## config.mk

```make
export PLATFORM = sky130hd
export DESIGN_NAME = mmio_initiator
export DESIGN_NICKNAME = d
export VERILOG_FILES = /design/src/rtl/mmio_initiator_pkg.sv /design/src/rtl/mmio_initiator.sv
export SDC_FILE = /design/constraint.sdc
export NUM_CORES = 1
export LEC_CHECK = 0
export CORE_MARGIN = 1.5
export CORE_UTILIZATION = 25
export DETAILED_ROUTE_END_ITERATION = 16
export GPL_TIMING_DRIVEN = 0
export PLACE_DENSITY = 0.5
export SYNTH_ARGS = -nofsm -noshare
export SYNTH_HDL_FRONTEND = slang
export SYNTH_SLANG_ARGS = --single-unit
```

## constraint.sdc

```tcl
create_clock -name clk -period 3.5 [get_ports clk]
set_input_delay 0.7 -clock clk [delete_from_list [all_inputs] [get_ports clk]]
set_output_delay 0.7 -clock clk [all_outputs]
set_load 0.03 [all_outputs]
```

## src/rtl/mmio_initiator_pkg.sv

```systemverilog
// Shared frontend definitions for the MMIO initiator and its responder.
// Holds the bus field widths, the request record latched for the bus phase,
// the initiator FSM state type and a small alignment helper.
package mmio_initiator_pkg;

    localparam int unsigned AddrW = 32;
    localparam int unsigned DataW = 32;

    // Request fields latched on acceptance and presented to the responder.
    typedef struct packed {
        logic [AddrW-1:0] addr;
        logic [DataW-1:0] wdata;
        logic             rw;     // 1 = write, 0 = read
    } mmio_req_t;

    typedef enum logic [1:0] {
        StIdle,
        StBus,
        StResp
    } mmio_state_e;

    // Only word-aligned accesses reach the bus.
    function automatic logic addr_misaligned(input logic [AddrW-1:0] addr);
        return addr[1:0] != 2'b00;
    endfunction

endpackage

```

## src/rtl/mmio_initiator.sv

```systemverilog
// MMIO initiator: accepts one core request at a time, runs a single bus
// transaction against an MMIO responder and returns one response.
// Misaligned requests are answered with an error without touching the bus;
// a responder that never completes is aborted after TIMEOUT bus cycles.
//
// Ports:
//   clk, reset                 clock, asynchronous active-high reset
//   req_valid/req_ready        core request handshake
//   req_addr/wdata/rw          core request fields
//   resp_valid/resp_ready      core response handshake
//   resp_data/resp_err         response payload
//   mmio_valid/mmio_ready      bus request / completion strobe
//   mmio_addr/dtw/rw           bus request fields (zero outside the bus phase)
//   mmio_dtr                   bus read data, sampled only with mmio_ready
module mmio_initiator
    import mmio_initiator_pkg::*;
#(
    parameter int unsigned TIMEOUT = 255
) (
    input  logic             clk,
    input  logic             reset,

    input  logic             req_valid,
    output logic             req_ready,
    input  logic [AddrW-1:0] req_addr,
    input  logic [DataW-1:0] req_wdata,
    input  logic             req_rw,

    output logic             resp_valid,
    input  logic             resp_ready,
    output logic [DataW-1:0] resp_data,
    output logic             resp_err,

    output logic             mmio_valid,
    input  logic             mmio_ready,
    output logic [AddrW-1:0] mmio_addr,
    output logic [DataW-1:0] mmio_dtw,
    input  logic [DataW-1:0] mmio_dtr,
    output logic             mmio_rw
);

    localparam int unsigned CntLog = $clog2(TIMEOUT + 1);
    localparam int unsigned CntW   = (CntLog > 8) ? CntLog : 8;

    mmio_state_e      state_q, state_d;
    mmio_req_t        req_q, req_d;
    logic [CntW-1:0]  cnt_q, cnt_d;
    logic [CntW-1:0]  cnt_inc;
    logic [DataW-1:0] rdata_q, rdata_d;
    logic             err_q, err_d;

    always_ff @(posedge clk or posedge reset) begin
        if (reset) begin
            state_q <= StIdle;
            req_q   <= '0;
            cnt_q   <= '0;
            rdata_q <= '0;
            err_q   <= 1'b0;
        end else begin
            state_q <= state_d;
            req_q   <= req_d;
            cnt_q   <= cnt_d;
            rdata_q <= rdata_d;
            err_q   <= err_d;
        end
    end

    always_comb begin
        state_d = state_q;
        req_d   = req_q;
        cnt_d   = cnt_q;
        rdata_d = rdata_q;
        err_d   = err_q;
        // Saturating increment: the counter never wraps back below TIMEOUT.
        cnt_inc = (cnt_q == {CntW{1'b1}}) ? cnt_q : cnt_q + CntW'(1);

        unique case (state_q)
            StIdle: begin
                if (req_valid) begin
                    if (addr_misaligned(req_addr)) begin
                        rdata_d = '0;
                        err_d   = 1'b1;
                        state_d = StResp;
                    end else begin
                        req_d.addr  = req_addr;
                        req_d.wdata = req_wdata;
                        req_d.rw    = req_rw;
                        cnt_d       = '0;
                        state_d     = StBus;
                    end
                end
            end
            StBus: begin
                // Completion is checked first so it wins over a same-cycle timeout.
                if (mmio_ready) begin
                    rdata_d = req_q.rw ? '0 : mmio_dtr;
                    err_d   = 1'b0;
                    state_d = StResp;
                end else begin
                    cnt_d = cnt_inc;
                    if (TIMEOUT != 0 && 32'(cnt_inc) >= TIMEOUT) begin
                        rdata_d = '0;
                        err_d   = 1'b1;
                        state_d = StResp;
                    end
                end
            end
            StResp: begin
                if (resp_ready) begin
                    state_d = StIdle;
                end
            end
            default: state_d = StIdle;
        endcase
    end

    // Outputs decode straight from the state register so reset clears them at once.
    always_comb begin
        req_ready  = (state_q == StIdle) && !reset;
        mmio_valid = (state_q == StBus);
        mmio_addr  = mmio_valid ? req_q.addr  : '0;
        mmio_dtw   = mmio_valid ? req_q.wdata : '0;
        mmio_rw    = mmio_valid ? req_q.rw    : 1'b0;
        resp_valid = (state_q == StResp);
        resp_data  = resp_valid ? rdata_q : '0;
        resp_err   = resp_valid & err_q;
    end

endmodule

```

==> key figures <==
Status
  – Status: finished clean

Power and ir drop
  – Internal power: 2.721 mW
  – Maximum vdd ir drop: 0.0002578 V
  – Combinational share of power: 27.7%
  – Sw Ratio: 32.47%
  – Static Leak: 3.590 nW
  – Total power per unit cell area: 498.5 mW/mm²
  – Switch Pwr: 1.309 mW
  – Part of the power in the clock network: 28.1%
  – Design Power: 4.030 mW
  – Flop pwr share: 44.1%

Setup path
  – CP most frequent cell: buf_2
  – Max stage delay on crit path: 670 ps
  – Crit end category: output pin
  – Worst EP required: 2800 ps
  – Crit path launch type: register
  – CP max FO: 11
  – FF-to-FF End: rdata_q[6]
  – Crit-path cells: buf_2 > nor2b_2 > buf_2 > clkbuf_2 > and2_1 > clkdlybuf4s50_1
  – Flop2flop setup slack: 1210 ps
  – Worst reg2reg path startpoint: cnt_q[0]
  – Critical Path Slowest Stage Cell: clkdlybuf4s50_1
  – Kind of critical path: register to output pin
  – Worst-case reg-to-reg path depth: 7
  – Worst Path Arrival: 2600 ps

Detailed routing
  – Number of DRC markers in iteration 0: 219
  – Drt wl/cell: 15.32 µm
  – Vias/cell: 4.465
  – Pre-Repair DR Iteration Count: 4
  – Via Count: 4979
  – Overall routed net length: 17090 µm
  – Drc violations: 0
  – Post-DRT Antenna Nets: 0

Global routing
  – Vias in the first global route: 5032
  – Largest net degree at the start of global routing: 39
  – Grt ovf: 0
  – Total track usage: 15.59%
  – Met3 GRT Util: 4.526%
  – Met1 usage: 20.72%
  – First-pass GRT wire length: 27050 µm
  – Initial antenna violation count: 0
  – Top Usage Layer GRT: met2
  – Met2 Use GR: 24.63%

STA
  – Fmax: 303.2 MHz
  – Fin crit period: 3299 ps
  – Setup violators final: 0
  – Worst-margin pin slew: 648.5 ps
  – Final period util: 94.24%
  – Worst hold margin: 465.9 ps
  – Final Max Tran Viols: 0
  – Setup TNS: 0 ps
  – Final Hold Vio Count: 0
  – RSZ-0062 raised after global routing: false
  – Max Clock Skew: 5.509 ps
  – PnR worst setup slack: 201.5 ps
  – Slew margin rel.: 56.61%

Clock network
  – Root Buffer: clkbuf_16
  – Maximum clock insertion buffer count: 2
  – CTS tree: built
  – Clock sinks: 108
  – # hold bufs at CTS: 0
  – Clock slew at reported path FFs: 70 ps
  – Total CTS buffers: 9
  – Clk_lat worst skew: 360 ps
  – H-tree depth: 3

Worst hold path
  – Hold Path End: req_q[25]
  – HP Start: req_q[25]
  – Worst Hold Class: register to register
  – Worst Hold Depth: 2

Placement
  – # port buffers: 202
  – Detail Placement HPWL: 12240 µm
  – Worst slack, placed: 151.1 ps
  – GP Congestion: 0.7763

Cells and area
  – Commonest non-fill, non-tap cell in the layout: clkdlybuf4s50_1
  – Area Growth Syn to Fin: 51.99%
  – Commonest cells after routing, fill and taps aside: clkdlybuf4s50_1 (202), nand2_1 (199), dfrtp_1 (108)
  – Core Util, Final: 38.58%
  – Total Nets Final: 937
  – Layout cell share with drive strength beyond 1: 5.244%

Synth
  – Distinct cell type count after synthesis: 39
  – Synth Net Count: 721
  – Synth Cell Area: 0.005319 mm²
  – Sequential area share after synthesis: 50.81%
  – Synth Register Bits: 108
  – Syn avg cell area: 8.607 µm²
  – Yosys warns: 0
  – Mapped Cells: 618

Floorplan
  – Core region area: 0.02096 mm²
  – Die Y: 148.9 µm
  – Die width: 148.9 µm
  – Site Rows: 53
  – I/O pin cnt: 203
  – Starting density of the core: 25.38%
  – Die area: 0.02216 mm²

Flow run
  – Max cap viols: 0
## through the flow
stage	instance area (µm²)	cells
2_1_floorplan	5323	618
3_3_place_gp	7689	1095
3_5_place_dp	7749	1098
4_1_cts	8077	1114
5_1_grt	8082	1114
6_report	8084	1115
## worst max-delay path by stage
| stage | cells past startpoint | slack, ps | start | to |
|---|---|---|---|---|
| after floorplan | 4 | 1260 | state_q[1] | resp_data[22] |
| after global placement | 6 | 120 | state_q[0] | mmio_addr[17] |
| after detailed placement | 6 | 150 | state_q[0] | mmio_addr[19] |
| after CTS | 5 | 60 | state_q[1] | resp_data[15] |
| after global routing | 6 | 6 | state_q[0] | mmio_addr[19] |
| final | 6 | 200 | state_q[0] | mmio_dtw[2] |
## per-layer routing
metal  part of all wire (%)  vias up
met2                     46      139
met4                    1.4        0
li1                       -     2491
met3                    6.9       13
met1                     46     2336
met5                      0        -
## synthesized netlist by cell type
cell,number,area [µm²]
nand2_1,199,747.0
dfrtp_1,108,2703
and2_1,101,631.9
a21oi_1,35,175.2
a31oi_1,35,219.0
a22oi_1,32,240.2
clkbuf_1,32,120.1
buf_2,11,55.05
nor2_1,10,37.54
nand3_1,6,30.03
nor3_1,4,20.02
and3_1,3,18.77
buf_1,3,11.26
nand2b_1,3,18.77
o21ai_0,3,15.01
a311oi_1,2,17.52
and4_1,2,17.52
buf_4,2,15.01
inv_1,2,7.510
mux2i_1,2,20.02
nor3b_1,2,15.01
o211ai_1,2,15.01
o21a_1,2,15.01
o31ai_1,2,15.01
a211oi_1,1,7.510
a21oi_2,1,8.760
a2bb2oi_1,1,8.760
ha_1,1,12.51
mux2_2,1,11.26
nand3b_1,1,7.510
nand4_1,1,6.260
nor2b_1,1,6.260
nor4_1,1,6.260
nor4_4,1,21.27
o21ai_1,1,5.000
o31a_1,1,8.760
or3b_1,1,8.760
or4_4,1,11.26
xnor2_1,1,8.760
## area by class of cell
type	count	area, µm²
clock inverters	7	96.34
flip-flops and latches	108	2703
fillers	2215	12870
well taps	275	344.1
clock buffers	9	225.2
inverters	2	11.26
diodes	1	2.502
plain buffers	48	207.7
multi-input cells	460	2412
repair buffers	205	2082
## worst max-delay path: cells and delay by family, from the launching register on
family	cells	cell delay, ps
flops	1	330
simple gates	2	440
buf+inv	4	1460
## state kept, by name, indices dropped and copies added, names as in the netlist
signal / flops
cnt_q: 8
err_q: 1
req_q: 65
rdata_q: 32
state_q: 2
## kinds of logic (layout without fill, tap and decap cells)
logic type	Yosys count	count (layout)	synth area share, %
buf+inv	50	271	3.928
fa+ha+maj	1	1	0.2352
other cells	0	1	0
xor+xnor	1	1	0.1647
simple gates	337	337	30.16
mux	3	3	0.5881
compound gates	118	118	14.11
flops	108	108	50.81
## power groups by stage
stage               Clock [mW]  Combinational, mW  Sequential [mW]
CTS                       1.18               1.13             1.78
global route              1.22               1.26             1.83
detailed placement           0               1.13             1.80
global placement             0               1.11             1.80
finish                    1.13               1.12             1.78
floorplan                    0              0.708             1.75
## repair_timing
item	in CTS	in global routing
setup buffers	0	0
gates resized for setup	5	2
endpoints found under the hold margin	0	0
setup endpoints to repair	40	69
No activity file was read; power rests on OpenSTA's default activity.
